## config.mk

```make
export PLATFORM = sky130hd
export DESIGN_NAME = updown_mod_counter
export DESIGN_NICKNAME = d
export VERILOG_FILES = /design/src/rtl/updown_mod_counter.sv
export SDC_FILE = /design/constraint.sdc
export NUM_CORES = 1
export LEC_CHECK = 0
export CELL_PAD_IN_SITES_DETAIL_PLACEMENT = 1
export CELL_PAD_IN_SITES_GLOBAL_PLACEMENT = 2
export CORE_ASPECT_RATIO = 0.7
export CORE_UTILIZATION = 29
export CTS_CLUSTER_SIZE = 40
export DETAILED_ROUTE_END_ITERATION = 8
export GPL_TIMING_DRIVEN = 0
export PLACE_DENSITY_LB_ADDON = 0.2
export SLEW_MARGIN = 5
export SYNTH_ARGS = -nofsm -noshare
export SYNTH_HDL_FRONTEND = slang
export SYNTH_SLANG_ARGS = --single-unit
export TNS_END_PERCENT = 1
```

## constraint.sdc

```tcl
create_clock -name clk -period 3.71 [get_ports clk]
set_input_delay 0.371 -clock clk [delete_from_list [all_inputs] [get_ports clk]]
set_output_delay 0.371 -clock clk [all_outputs]
set_load 0.005 [all_outputs]
```

## src/rtl/updown_mod_counter.sv

```systemverilog
// updown_mod_counter: parametrised modulo counter with up/down, load, wrap/saturate, prescaler and boundary flags
// Ports: clk, reset (sync, active-high), enable (advances prescaler), up (direction),
//   saturate (1 holds at boundary, 0 wraps), load/load_value (parallel load, clamped to MODULUS-1),
//   out (registered count), wrap (one-cycle pulse with the wrapped value), at_max/at_min (decoded from out)
module updown_mod_counter #(
  parameter int              WIDTH    = 8,
  parameter longint unsigned MODULUS  = 256,
  parameter int              PRESCALE = 1
) (
  input  logic             clk,
  input  logic             reset,
  input  logic             enable,
  input  logic             up,
  input  logic             saturate,
  input  logic             load,
  input  logic [WIDTH-1:0] load_value,
  output logic [WIDTH-1:0] out,
  output logic             wrap,
  output logic             at_max,
  output logic             at_min
);
  localparam int PW = PRESCALE > 1 ? $clog2(PRESCALE) : 1;
  // held in WIDTH+1 bits so MODULUS == 2**WIDTH stays representable
  localparam logic [WIDTH:0]   MAX_W   = (WIDTH+1)'(MODULUS - 1);
  localparam logic [WIDTH-1:0] MAX     = MAX_W[WIDTH-1:0];
  localparam logic [PW-1:0]    PS_LAST = PW'(PRESCALE - 1);
  logic [PW-1:0]    ps;
  logic             step, bound;
  logic [WIDTH-1:0] nxt, clamped;
  assign step    = enable && ps == PS_LAST;
  assign bound   = up ? out == MAX : out == '0;
  assign clamped = {1'b0, load_value} > MAX_W ? MAX : load_value;
  // boundary tested before add/subtract so out never leaves 0..MODULUS-1
  assign nxt     = bound ? (saturate ? out : (up ? '0 : MAX)) : (up ? out + 1'b1 : out - 1'b1);
  always_ff @(posedge clk) begin
    if (reset) begin
      out  <= '0;
      wrap <= 1'b0;
      ps   <= '0;
    end else if (load) begin
      out  <= clamped;
      wrap <= 1'b0;
      ps   <= '0;
    end else begin
      wrap <= step && bound && !saturate;
      if (enable) ps <= step ? '0 : ps + 1'b1;
      if (step) out <= nxt;
    end
  end
  assign at_max = out == MAX;
  assign at_min = out == '0;
endmodule

```

After elaboration in Yosys (flattened, before gate mapping)
Index checks and enable logic that the tools add are counted.
{ "totals": {"output_inout_bits": 11, "regBits": 10} }
{ "classes": {"eq_ne": 2, "reduce_logical": 8, "addsub": 3, "muxes": 8, "bitwise_logic": 1} }
{ "ops": {"columns": ["cell", "count"], "rows": [
  ["8-bit two-way mux", 6],
  ["8-bit by 1-bit adder with 8-bit output, second input constant", 1],
  ["8-bit == test, second input constant", 1],
  ["8-bit zero test", 1],
  ["8-bit by 1-bit subtractor with 8-bit output, second input constant", 1],
  ["1-bit logical AND", 3],
  ["3-bit != test, second input constant", 1],
  ["1-bit two-way mux", 2],
  ["2-bit AND reduction", 1],
  ["2-bit nonzero test", 1],
  ["2-bit OR reduction", 1],
  ["1-bit adder, second input constant", 1],
  ["1-bit zero test", 1],
  ["1-bit inverter", 1]
]} }

Longest topological paths before layout
{ "depth": {"word_depth": 5, "mapped_depth": 8} }

Least setup slack after synthesis
No wires, ideal clock.
{ "synth_timing": {"kind": "input to register", "startpoint": "in up", "endpoint": "reg out[7]", "cell_stages": 7, "required_ns": 3.607, "path_buffers": 0, "setup_slack_ns": 1.354, "t_arrival_ns": 2.253, "cell_sequence": "inv_1 ha_1 a211oi_2 nor3_1 or4_1 or2_0 a2111oi_2"} }
{ "synth_via": {"elab_chain_len": 5, "word_cells_on_any_way": 9} }
{ "synth_lines": {"columns": ["element", "line", "rtl"], "rows": [
  ["from (decl)", "13", "input logic up,"],
  ["8-bit two-way mux (3 in series)", "34", "assign nxt = bound ? (saturate ? out : (up ? '0 : MAX)) : (up ? out + 1'b1 : out - 1'b1);"],
  ["8-bit two-way mux", "47", "if (step) out <= nxt;"],
  ["8-bit two-way mux", "40", "end else if (load) begin"],
  ["to (signal assigned)", "41", "out <= clamped;"],
  ["to (signal assigned)", "47", null],
  ["to (decl)", "17", "output logic [WIDTH-1:0] out,"]
]} }
Parallel ways exist; a longest one is shown, timed or not. The select of a mux whose other input is x is not followed.
A chain may end at the register's enable or synchronous reset.

Worst setup path in the final report
Same ends and word-level chain as after synthesis.

==> summary.log <==
INFO  yosys          synth_ff_type=sky130_fd_sc_hd__dfxtp_1
INFO  placement      place.port_buffers=23
INFO  placement      post-place-ws=500ps
INFO  clock_network  cts_hold_buffers=0
INFO  drt            detailroute.via_count=964
INFO  critical_path  worstPathCellList=clkdlybuf4s50_1 > inv_1 > ha_1 > a211oi_2 > nor3_1 > or4_1 > or2_0 > a2111oi_2
INFO  drt            drtIter0Drc=21
INFO  min_path       timing.hold.worst.class=flop to flop
INFO  finish         mostFrequentLayoutCell=sky130_fd_sc_hd__clkdlybuf4s50_1
INFO  clock_network  cts_setup_buffers=0
INFO  drt            totalWireLength=2820µm
INFO  global_routing grt_usage=16.9%
INFO  timing         tns=0ps
INFO  global_routing grt_pass1_vias=923
INFO  power_and_ir_drop powerDensity=341nW/µm²
INFO  die            core_area=2900µm²
INFO  critical_path  cp.arrival=3080ps
INFO  drt            avgViaCountPerCell=5.54
INFO  yosys          top_cell_type_by_total_area_after_synthesis=sky130_fd_sc_hd__dfxtp_1
INFO  timing         number_of_hold_violations_in_the_final_report=0
INFO  finish         layout.cells.most_common_list=sky130_fd_sc_hd__clkdlybuf4s50_1, sky130_fd_sc_hd__dfxtp_1, sky130_fd_sc_hd__nor2_1
INFO  critical_path  critPathMaxStageDelay=540ps
INFO  clock_network  clock_tree.root_cell=sky130_fd_sc_hd__clkbuf_8
INFO  yosys          synth_fp_nets=132
INFO  die            std_cell_rows=16
INFO  clock_network  ctsResizeCount=0
INFO  power_and_ir_drop worst_ir_drop_vdd=136µV
INFO  timing         setup-violations-final=0
INFO  clock_network  cts-root-to-sink-buffers=2
INFO  die            die_width=69.3µm
INFO  flow_run       maxCapViolations=0
INFO  global_routing overflow=0
INFO  drt            drc_violations=0
INFO  timing         period_share=79.4%
INFO  global_routing grt_first_pass_wirelength=4470µm
INFO  die            die-area=3400µm²
INFO  die            initial_util=31.6%
INFO  placement      dp_hpwl=2310µm
INFO  critical_path  timing.critical_path.required=3850ps
INFO  placement      gp_routability_congestion=0.846
INFO  critical_path  timing.critical_path.to_type=flop
INFO  critical_path  worst_setup_path_start_kind=input port
INFO  clock_network  tritoncts=done
INFO  drt            number_of_routed_nets_with_antenna_violations=0
INFO  yosys          syn_area=918µm²
INFO  timing         final.setup_skew=4.55ps
INFO  timing         worstMarginPinSlew=717ps
INFO  drt            avgRoutedWirePerCell=16.2µm
INFO  die            die_height=49.1µm
INFO  finish         fill_cells=352
INFO  global_routing number_of_antenna_violations_at_the_first_check_in_global_routing=0
INFO  timing         maxClockFrequency=0.339GHz
INFO  finish         layout-drive-gt1-share=9.42%
INFO  critical_path  critical_path.n_buffers_inverters=2
INFO  timing         number_of_max_slew_violations_in_the_final_report=0
INFO  yosys          avgSynthCellArea=8.27µm²
INFO  finish         antenna-diode-count=0
INFO  critical_path  setup.worst_path.class=input port to flop
INFO  clock_network  cts.sinks=10
INFO  die            boundary_pin_count=25
INFO  yosys          number_of_warnings_reported_in_the_yosys_synthesis_log=0
INFO  yosys          synth_sequential_area_ratio=21.8%
INFO  yosys          number_of_flops_mapped_to_enable_cells_by_yosys=0
INFO  yosys          synth_cells=111
INFO  timing         final.setup.worst_slack=763ps
INFO  timing         grt_setup_unrepaired=no
INFO  finish         final_nets=160
INFO  finish         multi_input_comb_area=669µm²
INFO  run_status     run_status=complete, no violations
INFO  finish         sequential_cell_area=200µm²
INFO  global_routing pin_count_of_the_biggest_net_entering_global_routing=12
INFO  yosys          flops_latches_synth=10
INFO  yosys          share_of_the_synthesized_area_in_the_top_cell_type=21.8%
INFO  critical_path  crit_path_top_delay_cell=sky130_fd_sc_hd__clkdlybuf4s50_1
INFO  critical_path  critical_path_peak_fanout=11
INFO  critical_path  worst_path_dominant_cell_family=simple AND/OR/NAND/NOR gates
INFO  timing         tightest_slew_margin_relative_to_the_limit=51.8%
INFO  yosys          synth.lib_cells_used.distinct=50
INFO  finish         layout_overhead_on_the_synthesized_area=36.0%
INFO  timing         fin_crit=2950ps
INFO  yosys          synth.top_cells.by_area=sky130_fd_sc_hd__dfxtp_1, sky130_fd_sc_hd__ha_1, sky130_fd_sc_hd__mux2i_1
INFO  finish         utilization=43.0%
INFO  power_and_ir_drop p_leak=0.499nW
INFO  clock_network  h-tree-depth=1
INFO  clock_network  clkLatencyLatePin=240ps
INFO  drt            drtPass1Iterations=4
INFO  clock_network  cts_buffers=3
INFO  clock_network  clk_pin_slew_worst_paths=50ps
INFO  yosys          async_set_or_reset_flop_fraction_in_the_synthesized_netlist=0%
-- cell families after synthesis --
kind of cell               count (synthesis)  synth area share (%)
buffers and inverters                     11                  5.31
AOI/OAI and AO/OA                         36                  30.4
DFF                                       10                  21.8
adders and majority gates                  7                  10.4
muxes                                      3                  3.27
and+or+nand+nor                           40                  25.1
xor gates and xnor gates                   4                  3.82
-- final cells by class --
type | count | share of cell area [%]
tap | 36 | 3.61
buffer | 6 | 2.40
inverter | 5 | 1.50
sequential | 10 | 16.0
timing repair buffer | 23 | 18.4
clock buffer | 4 | 4.41
multi-input combinational | 90 | 53.6
-- cells in the mapped netlist (2+ instances only) --
| cell | number |
|---|---|
| sky130_fd_sc_hd__dfxtp_1 | 10 |
| sky130_fd_sc_hd__nor2_1 | 7 |
| sky130_fd_sc_hd__ha_1 | 6 |
| sky130_fd_sc_hd__nand2_1 | 6 |
| sky130_fd_sc_hd__clkbuf_1 | 5 |
| sky130_fd_sc_hd__inv_1 | 5 |
| sky130_fd_sc_hd__o21ai_0 | 5 |
| sky130_fd_sc_hd__a21oi_1 | 4 |
| sky130_fd_sc_hd__nand2b_1 | 4 |
| sky130_fd_sc_hd__nor3_1 | 4 |
| sky130_fd_sc_hd__a21o_1 | 3 |
| sky130_fd_sc_hd__mux2i_1 | 3 |
| sky130_fd_sc_hd__o22ai_1 | 3 |
| sky130_fd_sc_hd__xor2_1 | 3 |
| sky130_fd_sc_hd__a2111oi_2 | 2 |
| sky130_fd_sc_hd__a221oi_1 | 2 |
| sky130_fd_sc_hd__nand3_1 | 2 |
| sky130_fd_sc_hd__nand4_1 | 2 |
| sky130_fd_sc_hd__nor2b_1 | 2 |
| sky130_fd_sc_hd__o21bai_1 | 2 |
| sky130_fd_sc_hd__or4_1 | 2 |
-- path summary, 6_finish.rpt --
path	start	endpoint	slack, ps	depth (start not counted)
min reg2reg	ps	ps	490	1
max	up	out[7]	760	8
max reg2reg	out[1]	out[7]	1280	6
min	ps	ps	490	1
-- worst reg2reg max path, stage by stage, from the launching register on --
cell and delay [ps]:
sky130_fd_sc_hd__dfxtp_1 450, sky130_fd_sc_hd__ha_1 310, sky130_fd_sc_hd__a211oi_2 410, sky130_fd_sc_hd__nor3_1 130, sky130_fd_sc_hd__or4_1 510, sky130_fd_sc_hd__or2_0 240
sky130_fd_sc_hd__a2111oi_2 280
-- metrics by stage --
| step | hold WS, ps | power [mW] | instances | instance area [µm²] |
|---|---|---|---|---|
| final | 488 | 0.426 | 174 | 1250 |
| after global routing | 508 | 0.452 | 174 | 1250 |
| after CTS | 492 | 0.430 | 174 | 1250 |
| after detailed placement | 485 | 0.290 | 170 | 1190 |
| after global placement | 475 | 0.286 | 170 | 1190 |
| after floorplan | 447 | 0.228 | 111 | 918 |
-- sequential cells by signal, summed over array words and instances, names as in the netlist --
| signal | count |
|---|---|
| out | 8 |
| ps | 1 |
| wrap | 1 |
-- power by group --
part	switching [mW]	internal, mW
Combinational	0.0783	0.0796
Sequential	0.0140	0.116
Clock	0.0447	0.0935
-- routing by layer --
metal  routed length (µm)  vias to the layer above  track usage, %
met3                  139                        0            4.34
met2                 1220                       24            27.0
met4                    0                        0            2.04
met1                 1460                      461            23.5
met5                    0                        -               0
li1                     -                      479               -
Note: power is estimated with default switching activity, not from simulation.
